File: src/rtl/diag_block_engine.sv
// Diagnostics command engine between the SPI slave byte port and the shadow RAM:
// HALT/RESUME/config reply, ranged read/write with group parity, retransmit and CRC32.
module diag_block_engine #(
    parameter int ADDR_WIDTH   = 16,
    parameter int PARITY_GROUP = 8,
    parameter int CONFIG_WIDTH = 4
) (
    input  logic                    fpga_clk,
    input  logic                    fpga_reset,
    input  logic                    rx_dv,
    input  logic [7:0]              rx_byte,
    output logic                    tx_dv,
    output logic [7:0]              tx_byte,
    output logic                    halt,
    output logic [ADDR_WIDTH-1:0]   address,
    input  logic [7:0]              data_in,
    output logic [7:0]              data_out,
    output logic                    we,
    output logic                    cs,
    input  logic [CONFIG_WIDTH-1:0] configuration,
    output logic                    busy,
    output logic                    error
);
    localparam int AB = ADDR_WIDTH / 8;
    localparam int HW = 2 * ADDR_WIDTH;
    localparam int GW = $clog2(PARITY_GROUP);

    typedef enum logic [4:0] {
        ST_STARTUP, ST_RUN, ST_CFG_WAIT, ST_HALTED, ST_HDR,
        ST_DUMMY, ST_RD_WAIT, ST_RD_PREP, ST_RD_SEND, ST_PAR_WAIT, ST_PAR_SEND, ST_REPLY_WAIT,
        ST_WR_IDLE, ST_WR_STB, ST_WR_ADV, ST_WR_TAIL, ST_CRC_LOAD, ST_CRC_WAIT
    } state_t;

    state_t                  state, state_next;
    logic [CONFIG_WIDTH-1:0] cfg;
    logic                    op_write;
    logic [HW-9:0]           hdr_sr;
    logic [2:0]              hdr_cnt;
    logic [ADDR_WIDTH:0]     remaining, grp_rem;
    logic [ADDR_WIDTH-1:0]   grp_start;
    logic [31:0]             crc, crc_snap;
    logic [GW-1:0]           grp_cnt;
    logic [7:0]              parity;
    logic [2:0]              crc_idx;
    logic                    skid_valid;
    logic [7:0]              skid_byte;

    logic [HW-1:0]           hdr_full_s;
    logic [ADDR_WIDTH:0]     len_s;
    logic                    hdr_last_s, grp_last_s, wr_take_s;
    logic [7:0]              wr_byte_s;

    // Reflected CRC32 (0xEDB88320), one byte per call, no final XOR
    function automatic logic [31:0] crc_step(input logic [31:0] crc_in, input logic [7:0] d);
        logic [31:0] c;
        c = crc_in ^ {24'h000000, d};
        for (int i = 0; i < 8; i++) begin
            c = c[0] ? ((c >> 1) ^ 32'hEDB8_8320) : (c >> 1);
        end
        return c;
    endfunction

    // Header assembly, group bookkeeping and write-byte source selection
    always_comb begin
        hdr_full_s = {hdr_sr, rx_byte};
        hdr_last_s = rx_dv && (hdr_cnt == 3'(2 * AB - 1));
        if (hdr_full_s[ADDR_WIDTH-1:0] == '0) begin
            len_s = {1'b1, {ADDR_WIDTH{1'b0}}};
        end else begin
            len_s = {1'b0, hdr_full_s[ADDR_WIDTH-1:0]};
        end
        grp_last_s = (grp_cnt == GW'(PARITY_GROUP - 1)) || (remaining == (ADDR_WIDTH + 1)'(1));
        wr_take_s  = skid_valid || rx_dv;
        wr_byte_s  = skid_valid ? skid_byte : rx_byte;
    end

    // State register
    always_ff @(posedge fpga_clk) begin
        if (!fpga_reset) begin
            state <= ST_STARTUP;
        end else begin
            state <= state_next;
        end
    end

    // Next-state decode
    always_comb begin
        state_next = state;
        case (state)
            ST_STARTUP:    state_next = ST_RUN;
            ST_RUN: begin
                if (rx_dv && rx_byte == 8'hAA) begin
                    state_next = ST_HALTED;
                end else if (rx_dv && rx_byte == 8'h77) begin
                    state_next = ST_CFG_WAIT;
                end else begin
                    state_next = ST_RUN;
                end
            end
            ST_CFG_WAIT:   state_next = rx_dv ? ST_RUN : ST_CFG_WAIT;
            ST_HALTED: begin
                if (rx_dv) begin
                    case (rx_byte)
                        8'h55:        state_next = ST_RUN;
                        8'h66, 8'h99: state_next = ST_HDR;
                        default:      state_next = ST_HALTED;
                    endcase
                end else begin
                    state_next = ST_HALTED;
                end
            end
            ST_HDR:        state_next = hdr_last_s ? (op_write ? ST_WR_IDLE : ST_DUMMY) : ST_HDR;
            ST_DUMMY:      state_next = ST_RD_WAIT;
            ST_RD_WAIT:    state_next = rx_dv ? ST_RD_SEND : ST_RD_WAIT;
            ST_RD_PREP:    state_next = ST_RD_SEND;
            ST_RD_SEND:    state_next = grp_last_s ? ST_PAR_WAIT : ST_RD_WAIT;
            ST_PAR_WAIT:   state_next = rx_dv ? ST_PAR_SEND : ST_PAR_WAIT;
            ST_PAR_SEND:   state_next = ST_REPLY_WAIT;
            ST_REPLY_WAIT: begin
                if (rx_dv) begin
                    state_next = (rx_byte != 8'h22 && remaining == '0) ? ST_CRC_LOAD : ST_RD_PREP;
                end else begin
                    state_next = ST_REPLY_WAIT;
                end
            end
            ST_WR_IDLE:    state_next = wr_take_s ? ST_WR_STB : ST_WR_IDLE;
            ST_WR_STB:     state_next = ST_WR_ADV;
            ST_WR_ADV:     state_next = (remaining == (ADDR_WIDTH + 1)'(1)) ? ST_WR_TAIL : ST_WR_IDLE;
            ST_WR_TAIL:    state_next = wr_take_s ? ST_CRC_LOAD : ST_WR_TAIL;
            ST_CRC_LOAD:   state_next = ST_CRC_WAIT;
            ST_CRC_WAIT:   state_next = rx_dv ? ((crc_idx == 3'd4) ? ST_HALTED : ST_CRC_LOAD) : ST_CRC_WAIT;
            default:       state_next = ST_STARTUP;
        endcase
    end

    // Datapath and registered outputs
    always_ff @(posedge fpga_clk) begin
        if (!fpga_reset) begin
            tx_dv <= 1'b0; tx_byte <= 8'h00; halt <= 1'b0; address <= '0;
            data_out <= 8'h00; we <= 1'b0; cs <= 1'b0; busy <= 1'b0; error <= 1'b0;
            cfg <= '0; op_write <= 1'b0; hdr_sr <= '0; hdr_cnt <= 3'd0;
            remaining <= '0; grp_rem <= '0; grp_start <= '0; crc <= 32'h0; crc_snap <= 32'h0;
            grp_cnt <= '0; parity <= 8'h00; crc_idx <= 3'd0;
        end else begin
            tx_dv <= 1'b0;
            we    <= 1'b0;
            busy  <= (state_next != ST_RUN) && (state_next != ST_HALTED);
            case (state)
                ST_STARTUP: cfg <= configuration;
                ST_RUN: begin
                    if (rx_dv && rx_byte == 8'hAA) begin
                        halt <= 1'b1;
                    end else if (rx_dv && rx_byte == 8'h77) begin
                        tx_byte <= 8'(cfg);
                        tx_dv   <= 1'b1;
                    end
                end
                ST_HALTED: begin
                    if (rx_dv) begin
                        case (rx_byte)
                            8'h55:   begin halt <= 1'b0; error <= 1'b0; end
                            8'h66:   begin op_write <= 1'b0; hdr_cnt <= 3'd0; end
                            8'h99:   begin op_write <= 1'b1; hdr_cnt <= 3'd0; end
                            default: error <= 1'b1;
                        endcase
                    end
                end
                ST_HDR: begin
                    if (rx_dv) begin
                        hdr_sr  <= hdr_full_s[HW-9:0];
                        hdr_cnt <= hdr_cnt + 3'd1;
                    end
                    if (hdr_last_s) begin
                        cs        <= 1'b1;
                        address   <= hdr_full_s[HW-1:ADDR_WIDTH];
                        grp_start <= hdr_full_s[HW-1:ADDR_WIDTH];
                        remaining <= len_s;
                        grp_rem   <= len_s;
                        crc       <= 32'h0;
                        crc_snap  <= 32'h0;
                        grp_cnt   <= '0;
                        parity    <= 8'h00;
                        crc_idx   <= 3'd0;
                    end
                end
                ST_DUMMY: begin
                    tx_byte <= 8'h00;
                    tx_dv   <= 1'b1;
                end
                ST_RD_SEND: begin
                    tx_byte   <= data_in;
                    tx_dv     <= 1'b1;
                    crc       <= crc_step(crc, data_in);
                    parity    <= parity ^ data_in;
                    address   <= address + ADDR_WIDTH'(1);
                    remaining <= remaining - (ADDR_WIDTH + 1)'(1);
                    grp_cnt   <= grp_last_s ? '0 : grp_cnt + GW'(1);
                end
                ST_PAR_SEND: begin
                    tx_byte <= parity;
                    tx_dv   <= 1'b1;
                end
                ST_REPLY_WAIT: begin
                    if (rx_dv) begin
                        parity <= 8'h00;
                        // 0x22 rolls the whole group back, including its CRC contribution
                        if (rx_byte == 8'h22) begin
                            address   <= grp_start;
                            crc       <= crc_snap;
                            remaining <= grp_rem;
                        end else begin
                            grp_start <= address;
                            crc_snap  <= crc;
                            grp_rem   <= remaining;
                        end
                    end
                end
                ST_WR_IDLE: begin
                    if (wr_take_s) begin
                        data_out <= wr_byte_s;
                        tx_byte  <= wr_byte_s;
                        tx_dv    <= 1'b1;
                        crc      <= crc_step(crc, wr_byte_s);
                    end
                end
                ST_WR_STB: we <= 1'b1;
                ST_WR_ADV: begin
                    address   <= address + ADDR_WIDTH'(1);
                    remaining <= remaining - (ADDR_WIDTH + 1)'(1);
                end
                ST_CRC_LOAD: begin
                    case (crc_idx)
                        3'd0:    tx_byte <= crc[31:24];
                        3'd1:    tx_byte <= crc[23:16];
                        3'd2:    tx_byte <= crc[15:8];
                        default: tx_byte <= crc[7:0];
                    endcase
                    tx_dv   <= 1'b1;
                    crc_idx <= crc_idx + 3'd1;
                end
                ST_CRC_WAIT: begin
                    if (rx_dv && crc_idx == 3'd4) begin
                        cs <= 1'b0;
                    end
                end
                default: ;
            endcase
        end
    end

    // One-deep skid: holds a byte that lands while a write cycle is still in progress
    always_ff @(posedge fpga_clk) begin
        if (!fpga_reset) begin
            skid_valid <= 1'b0;
            skid_byte  <= 8'h00;
        end else if (state == ST_WR_IDLE || state == ST_WR_TAIL) begin
            skid_valid <= skid_valid && rx_dv;
            if (skid_valid && rx_dv) begin
                skid_byte <= rx_byte;
            end
        end else if (state == ST_WR_STB || state == ST_WR_ADV) begin
            if (rx_dv) begin
                skid_valid <= 1'b1;
                skid_byte  <= rx_byte;
            end
        end else begin
            skid_valid <= 1'b0;
        end
    end
endmodule

File: config.mk
export PLATFORM = sky130hd
export DESIGN_NAME = diag_block_engine
export DESIGN_NICKNAME = d
export VERILOG_FILES = /design/src/rtl/diag_block_engine.sv
export SDC_FILE = /design/constraint.sdc
export NUM_CORES = 1
export LEC_CHECK = 0
export CORE_MARGIN = 4
export CORE_UTILIZATION = 29
export CTS_BUF_LIST = sky130_fd_sc_hd__clkbuf_8
export DETAILED_ROUTE_END_ITERATION = 7
export HOLD_SLACK_MARGIN = 0.03
export PLACE_DENSITY = 0.43
export SLEW_MARGIN = 20
export SYNTH_ARGS = -nofsm -noshare
export SYNTH_HDL_FRONTEND = slang
export SYNTH_SLANG_ARGS = --single-unit
export TNS_END_PERCENT = 50
File: constraint.sdc
create_clock -name fpga_clk -period 4.6 [get_ports fpga_clk]
set_input_delay 1.15 -clock fpga_clk [delete_from_list [all_inputs] [get_ports fpga_clk]]
set_output_delay 1.15 -clock fpga_clk [all_outputs]
set_load 0.05 [all_outputs]
==> flow_metrics.py <==
metrics = {
    "setup_path": {
        "reg2reg_depth": 7,
        "worstPathArrival_ns": 4.02,
        "cp-start-kind": "input pin",
        "startpoint": "rx_byte[1]",
        "reg2reg_from": "skid_valid$_SDFFE_PN0P_",
        "crit_type": "input pin to register",
        "r2r-end": "crc[24]$_SDFFE_PN0P_",
        "r2r_slack_ns": 1.29,
        "cp-end-kind": "register",
        "cp_data_required_time_ns": 5.06,
        "crit_fanout": 8,
    },
    "finish": {
        "layout-drive-gt1-share": 0.1089,
        "multi_input_area_um2": 7430,
        "areaGrowthSynthToFinish_pct": 17.58,
        "post-route-util": 0.3480,
        "diodes": 0,
        "regArea_um2": 4244,
        "final.fill_count": 4345,
        "nets": 1620,
        "fin_cells": 2148,
    },
    "status": {
        "status": "finished clean",
    },
    "floorplan": {
        "fp-row-count": 74,
        "die_area_um2": 45390,
        "core_um2": 41200,
        "start_util": 0.2960,
        "die_w_um": 213.1,
        "ios": 61,
        "die_h_um": 213.1,
    },
    "sta": {
        "fin_crit_ns": 3.557,
        "hold_viol_final": 0,
        "drv_slew": 0,
        "fin_setup_tns_ns": 0,
        "fin_crit_sh": 0.7732,
        "rsz0062_at_grt": "no",
        "relSlewSlack": 0.3025,
        "setup_viol": 0,
        "worst_slack_ns": 1.043,
        "worst-slew-pin-transition_ns": 1.042,
        "fin_worst_skew_ns": 0.03214,
        "clock.fmax_mhz": 281.2,
    },
    "power_and_ir_drop": {
        "power.density_nw_per_um2": 298.5,
        "leakage_nw": 4.898,
        "worst_ir_drop_vdd_mv": 0.1521,
        "power_w": 0.004280,
    },
    "global_route": {
        "track_usage": 0.2009,
        "grt_max_degree": 80,
        "first_global_vias": 11350,
        "antenna_found_initial": 1,
        "grt_overflow_total": 0,
        "grt_pass1_wl_mm": 70.93,
    },
    "place": {
        "post-place-ws_ns": 0.5194,
        "io_buffer_count": 60,
        "place_congestion": 0.8772,
        "hpwl_mm": 30.87,
        "dp_cells": 2073,
    },
    "routing": {
        "vias": 11700,
        "drt_iter0_markers": 917,
        "drc": 0,
        "drt-wirelength-per-cell_um": 21.50,
        "drtPass1Iterations": 7,
        "vias_per_cell": 5.445,
        "finalWirelength_mm": 46.18,
        "antenna_left": 0,
    },
    "synth": {
        "syn_inst": 1548,
        "synth_common_cells": "227 x nand2_1, 212 x dfxtp_1, 179 x nor2_1",
        "synth_area_leader_cell": "dfxtp_1",
        "synth_top_area_frac": 0.3480,
        "synth_edf_count": 0,
        "synth_cell_types": 75,
        "synth-seq-cells": 212,
        "postSynth.asyncResetShare": 0,
        "syn_avg_cell_area_um2": 7.877,
        "post-synth-top-count-cell": "nand2_1",
        "synthTopCellsByArea": "dfxtp_1 35%, nand2_1 7.0%, a21oi_1 6.2%",
        "yosysWarnings": 0,
        "netlist_area_um2": 12190,
        "ys.flop_type": "dfxtp_1",
        "synthesis.nets": 1583,
        "ys_seq_area_frac": 0.3480,
    },
    "clock_network": {
        "post_cts_buffers": 0,
        "clock_latency_ns": 0.60,
        "clk_pin_slew_worst_paths_ns": 0.06,
        "root_buffer": "clkbuf_8",
        "cts.sinks": 212,
        "cts_tree": "yes",
        "clk_path_buf_depth": 3,
        "numCtsBuffers": 42,
        "post_cts_resized": 0,
        "cts_htree_levels": 2,
        "cts_hold_buf": 0,
    },
    "worst_hold_path": {
        "hold_class": "register to register",
        "hold_depth": 2,
        "holdPathEnd": "crc_snap[16]$_SDFFE_PN0P_",
        "min-delay-start": "crc_snap[16]$_SDFFE_PN0P_",
    },
    "job": {
        "drv_cap": 0,
    },
}
how the worst max path moves through the flow:
stage                           end  cells after the start  slack, ns
2_1_floorplan  crc[21]$_SDFFE_PN0P_                      8       1.56
3_3_place_gp   crc[24]$_SDFFE_PN0P_                      8       0.50
3_5_place_dp   crc[24]$_SDFFE_PN0P_                      8       0.52
4_1_cts        crc[24]$_SDFFE_PN0P_                      8       1.15
5_1_grt        crc[24]$_SDFFE_PN0P_                      8       0.98
6_report       crc[24]$_SDFFE_PN0P_                      8       1.04
through the flow:
step	hold WS, ns	cell area, um2
2_1_floorplan	0.4356	12190
3_3_place_gp	0.4437	13440
3_5_place_dp	0.4473	13450
4_1_cts	0.4555	14340
5_1_grt	0.4809	14340
6_report	0.4546	14340
cell usage in the layout (no fill, tap or decap), types with 5 or more instances in the layout:
| cell type | count |
|---|---|
| a211oi_1 | 48 |
| a21oi_1 | 150 |
| a221o_1 | 5 |
| a221oi_1 | 16 |
| a222oi_1 | 15 |
| a22oi_1 | 40 |
| a31oi_1 | 13 |
| a32oi_1 | 5 |
| and2_1 | 8 |
| and3_1 | 15 |
| buf_4 | 55 |
| clkbuf_8 | 54 |
| clkdlybuf4s50_1 | 59 |
| dfxtp_1 | 212 |
| ha_1 | 12 |
| inv_1 | 31 |
| mux2i_1 | 28 |
| nand2_1 | 225 |
| nand2b_1 | 7 |
| nand3_1 | 25 |
| nand4_1 | 7 |
| nor2_1 | 175 |
| nor2b_1 | 6 |
| nor3_1 | 28 |
| o21a_1 | 5 |
| o21ai_0 | 82 |
| o21ai_1 | 5 |
| o221a_2 | 7 |
| o22ai_1 | 37 |
| or3_1 | 8 |
| xnor2_1 | 79 |
| xnor2_2 | 14 |
| xnor2_4 | 6 |
| xor2_1 | 38 |
where the power goes:
| part | leakage (nW) | internal, W | switching (W) |
|---|---|---|---|
| Sequential | 1.71 | 0.00184 | 0.00000175 |
| Clock | 0.501 | 0.00117 | 0.000892 |
| Combinational | 2.69 | 0.000154 | 0.000227 |
state kept, by name, summed over array words and instances, names as in the netlist, 5 cells and up:
| name | flops |
|---|---|
| data_out | 8 |
| grp_start | 16 |
| remaining | 17 |
| parity | 8 |
| crc | 32 |
| hdr_sr | 24 |
| crc_snap | 32 |
| skid_byte | 8 |
| tx_byte | 8 |
| state | 5 |
| grp_rem | 17 |
| address | 16 |
cell families after synthesis:
| family | after synthesis | share of synthesized area |
|---|---|---|
| adders and majority gates | 12 | 0.01231 |
| buffers and inverters | 143 | 0.04658 |
| AOI/OAI and AO/OA | 469 | 0.2466 |
| and+or+nand+nor | 535 | 0.1903 |
| muxes | 36 | 0.03304 |
| xor gates and xnor gates | 141 | 0.1231 |
| DFF | 212 | 0.3480 |
layer usage:
| layer | up-vias | part of all wire | GRT usage |
|---|---|---|---|
| li1 | 5597 | - | - |
| met1 | 5705 | 0.47 | 0.2854 |
| met2 | 321 | 0.45 | 0.3120 |
| met3 | 72 | 0.054 | 0.03614 |
| met4 | 0 | 0.026 | 0.05931 |
| met5 | - | 0 | 0 |
layout make-up:
type,instances,area share
sequential,212,0.2960
multi-input combinational,1193,0.5182
clock inverter,21,0.01038
clock buffer,54,0.05184
timing repair buffer,116,0.07173
inverter,20,0.005411
tap,532,0.04643
critical path, cell delays in order:
cell             delay (ns)
clkdlybuf4s50_1        0.60
mux2i_1                0.54
xnor2_2                0.30
xnor2_4                0.37
xnor3_1                0.50
xor2_1                 0.16
a221oi_1               0.31
o21ai_1                0.08
Power figures use the tool's default switching activity.
